File: config.mk
export PLATFORM = sky130hd
export DESIGN_NAME = seq_divider
export DESIGN_NICKNAME = d
export VERILOG_FILES = /design/src/rtl/seq_divider.sv
export SDC_FILE = /design/constraint.sdc
export NUM_CORES = 1
export LEC_CHECK = 0
export BUFFER_PORTS_ARGS = -buffer_cell sky130_fd_sc_hd__buf_4
export CORE_UTILIZATION = 55
export CTS_BUF_LIST = sky130_fd_sc_hd__clkbuf_8
export DETAILED_ROUTE_END_ITERATION = 8
export HOLD_SLACK_MARGIN = 0.12
export PLACE_DENSITY = 0.88
export SLEW_MARGIN = 0
export SYNTH_ARGS = -nofsm -noshare
export SYNTH_HDL_FRONTEND = slang
export SYNTH_SLANG_ARGS = --single-unit
File: constraint.sdc
create_clock -name i_clk -period 3 [get_ports i_clk]
set_input_delay 0.45 -clock i_clk [delete_from_list [all_inputs] [get_ports i_clk]]
set_output_delay 0.45 -clock i_clk [all_outputs]
set_load 0.01 [all_outputs]
File: src/rtl/seq_divider.sv
// Multi-cycle unsigned restoring divider: one quotient bit per clock, MSB first.
// Divide by zero returns all-ones quotient and the dividend as remainder.
module seq_divider #(
    parameter int WIDTH = 4
) (
    input  logic             i_clk,
    input  logic             i_rst,
    input  logic             i_start,
    input  logic [WIDTH-1:0] i_dividend,
    input  logic [WIDTH-1:0] i_divisor,
    output logic [WIDTH-1:0] o_quotient,
    output logic [WIDTH-1:0] o_remainder,
    output logic             o_valid,
    output logic             o_busy,
    output logic             o_div_zero
);

    localparam int CNT_W = (WIDTH > 2) ? $clog2(WIDTH) : 1;
    localparam logic [CNT_W-1:0] LAST_STEP = CNT_W'(WIDTH - 1);

    typedef enum logic [1:0] {
        IDLE,
        CALC,
        DONE
    } state_t;

    state_t           state;
    logic [WIDTH-1:0] rem;
    logic [WIDTH-1:0] dvd;
    logic [WIDTH-1:0] dvs;
    logic [CNT_W-1:0] cnt;

    logic [WIDTH:0]   step;
    logic             q_bit;
    logic [WIDTH-1:0] rem_next;
    logic [WIDTH-1:0] quot_next;

    // Returns {quotient bit, new partial remainder}; the trial subtract is one bit
    // wider than the operands so its MSB is the borrow.
    function automatic logic [WIDTH:0] restore_step(
        input logic [WIDTH-1:0] part_rem,
        input logic             bit_in,
        input logic [WIDTH-1:0] divisor
    );
        logic [WIDTH:0] shifted;
        logic [WIDTH:0] trial;
        shifted = {part_rem, bit_in};
        trial   = shifted - {1'b0, divisor};
        if (!trial[WIDTH])
            restore_step = {1'b1, trial[WIDTH-1:0]};
        else
            restore_step = {1'b0, shifted[WIDTH-1:0]};
    endfunction

    always_comb begin
        step      = restore_step(rem, dvd[WIDTH-1], dvs);
        q_bit     = step[WIDTH];
        rem_next  = step[WIDTH-1:0];
        quot_next = {dvd[WIDTH-2:0], q_bit};
    end

    always_ff @(posedge i_clk or posedge i_rst) begin
        if (i_rst) begin
            state       <= IDLE;
            rem         <= '0;
            dvd         <= '0;
            dvs         <= '0;
            cnt         <= '0;
            o_quotient  <= '0;
            o_remainder <= '0;
            o_valid     <= 1'b0;
            o_busy      <= 1'b0;
            o_div_zero  <= 1'b0;
        end else begin
            case (state)
                IDLE: begin
                    if (i_start) begin
                        dvd    <= i_dividend;
                        dvs    <= i_divisor;
                        rem    <= '0;
                        cnt    <= '0;
                        o_busy <= 1'b1;
                        if (i_divisor == '0) begin
                            state       <= DONE;
                            o_quotient  <= '1;
                            o_remainder <= i_dividend;
                            o_div_zero  <= 1'b1;
                            o_valid     <= 1'b1;
                        end else begin
                            state <= CALC;
                        end
                    end
                end
                CALC: begin
                    // dvd shifts out dividend bits at the top and collects quotient bits at the bottom
                    rem <= rem_next;
                    dvd <= quot_next;
                    cnt <= cnt + CNT_W'(1);
                    if (cnt == LAST_STEP) begin
                        state       <= DONE;
                        o_quotient  <= quot_next;
                        o_remainder <= rem_next;
                        o_div_zero  <= 1'b0;
                        o_valid     <= 1'b1;
                    end
                end
                DONE: begin
                    state   <= IDLE;
                    o_valid <= 1'b0;
                    o_busy  <= 1'b0;
                end
                default: begin
                    state   <= IDLE;
                    o_valid <= 1'b0;
                    o_busy  <= 1'b0;
                end
            endcase
        end
    end

endmodule

==> impl_metrics.ini <==
[power]
p_leak_nw = 0.776
vdd_ir_drop_max_uv = 831
power_mw = 2.02
p_per_area_nw_per_um2 = 1220

[final_layout]
multiInputGateArea_um2 = 707
num_antenna_cells = 0
fin_cells = 189
fin_area_um2 = 1650
nNetsFinal = 177
area_growth_pct = 14.9
fill_cells = 203
layout_common_cells = dfrtp_1 (27), buf_4 (21), nand2_1 (16)
layout-drive-gt1-share = 0.226
ff_latch_area_um2 = 676
final_common_cell = dfrtp_1

[clocking]
cts_resized = 0
cts_buffers = 3
h-tree-depth = 1
cts.sinks = 27
clockBufferDepth = 2
insertion_delay_ns = 0.28
cts_hold_buffers = 0
root_buffer = clkbuf_8
postCtsSetupBuffers = 0
cts_tree = done
cts.reportedPaths.clkPinSlew_ns = 0.09

[routing]
vias_per_cell = 5.92
postRouteAntennaNets = 0
dr.pass1.iters = 4
num_vias = 1118
drc = 0
wl_per_cell_um = 15.7
finalWirelength_mm = 2.96
first_iter_violations = 35

[sta]
rsz0062_at_grt = false
slew_viol_final = 0
setup_viol = 0
post-route-period-util = 0.762
hold_violations = 0
tightest_slew_ns = 0.998
fmax_mhz = 437
finalClockSkew_ns = 0.00609
slew_headroom = 0.334
setup_tns_ns = 0
finalCriticalPeriod_ns = 2.29

[synth]
synth_cells = 140
synthFlopType = dfrtp_1
syn_avg_cell_area_um2 = 10.3
yosys_register_bits = 27
ys_seq_area_frac = 0.469
yosysWarnings = 0
synth_edf_count = 0
yosysUniqueCellTypes = 41
syn_nets = 157
syn_area_um2 = 1440
asyncSetResetFlopFracSynth = 1.00

[critical_path]
worstRegToRegCells = 8
path_cells = inv_1 -> ha_1 -> fa_1 -> nand2b_2 -> o2bb2ai_4 -> and4_2 -> a2111oi_2 -> a21oi_1
max_stage_delay_ns = 0.39
arrival_ns = 2.43
worst-path-max-fanout = 10
critical_path_depth = 8
reg2reg_slack_ns = 0.71
worst-path-buf-inv = 1
crit_path_start_kind = register
crit_path_top_delay_cell = fa_1
cpLargestDelayFamily = adder cells
critPathRequiredTime_ns = 3.14
worstSetupPathType = reg -> reg
critPathCaptureType = register

[global_route]
gr-total-overflow = 0
grt_use_met1 = 0.317
globalRoute.busiestLayer = met2
grt_pass1_vias = 1086
antenna_found_initial = 0
grt.met2_usage = 0.409
grt_max_degree = 28
grt_usage = 0.243
global_route.usage.met3 = 0.0345
grt_pass1_wl_mm = 4.82

[floorplan]
core_um2 = 2480
die_w_um = 53.2
num_io_pins = 22
dieArea_um2 = 2830
initial_core_util = 0.581
num_rows = 18
fp.dieH_um = 53.2

[placement]
port_buffers = 21
place.gp.congestion = 0.804
place_area_um2 = 1610
dp.cells = 185
dp_hpwl_mm = 2.19

[hold_path]
hold_depth = 3
hold_class = in -> reg

[flow_run]
cap_violations = 0

[status]
status = finished, final reports clean
flip-flops by register name (all words and copies together), names as in the netlist, 2 cells and up:
name,flops
dvs,4
o_remainder,4
state,2
o_quotient,4
cnt,2
dvd,4
rem,4
stage by stage:
stage	worst slack (ns)	util	hold slack (ns)
3_3_place_gp	0.825	0.649	0.472
3_5_place_dp	0.708	0.649	0.479
6_report	0.713	0.668	0.379
2_1_floorplan	0.901	-	0.450
4_1_cts	0.704	0.668	0.378
5_1_grt	0.555	0.668	0.389
per-layer routing:
| metal | vias up | share of wire | wire [µm] |
|---|---|---|---|
| li1 | 537 | - | - |
| met1 | 545 | 0.43 | 1280 |
| met2 | 29 | 0.51 | 1510 |
| met3 | 7 | 0.038 | 114 |
| met4 | 0 | 0.018 | 53 |
| met5 | - | 0 | 0 |
path summary, 6_finish.rpt:
check / start / end
worst max-delay path: dvd[3]$_DFFE_PP0P_ / o_remainder[2]$_DFFE_PP0P_
worst max register to register: dvd[3]$_DFFE_PP0P_ / o_remainder[2]$_DFFE_PP0P_
worst min-delay path: i_divisor[0] / dvs[0]$_DFFE_PP0P_
worst min register to register: o_quotient[2]$_DFFE_PP0P_ / o_quotient[2]$_DFFE_PP0P_
min in group asynchronous: i_rst / dvd[0]$_DFFE_PP0P_
max in group asynchronous: i_rst / dvs[1]$_DFFE_PP0P_
worst min-delay path: stages:
cell	delay (ns)
buf_4	0.08
nand2_1	0.04
nand2_1	0.05
where the power goes:
group	internal, mW	switching (mW)
combinational	0.516	0.628
clock	0.0933	0.113
sequential	0.535	0.139
area by class of cell:
cell class,count,share of cell area
multi-input cells,99,0.427
flip-flops and latches,27,0.408
repair buffers,21,0.0953
clock buffers,3,0.0250
well taps,30,0.0227
inverters,8,0.0182
clock inverters,1,0.00303
synth_stat cells, types with 2 or more instances:
library cell   n  area, µm²
mux2i_1        6       60.1
ha_1           5       62.6
o21ai_0       13       65.1
dfrtp_1       27        676
nand3_1        3       15.0
a211o_1        2       17.5
a2111oi_2      2       30.0
nor2_1        10       37.5
clkbuf_1       2       7.51
buf_2          4       20.0
nor2b_1        2       12.5
a211oi_1       3       22.5
o211a_1        2       20.0
or3_1          2       12.5
inv_1          8       30.0
o22a_1         4       35.0
nand2_1       16       60.1
a21oi_1        6       30.0
cell families after synthesis:
family                   share of synthesized area
XOR/XNOR                                    0.0235
flip-flops                                   0.469
multiplexers                                0.0417
adder cells (fa/ha/maj)                     0.0573
AND/OR/NAND/NOR                              0.162
buffers and inverters                       0.0400
AO/OA/AOI/OAI                                0.207
No activity file was read; power rests on OpenSTA's default activity.
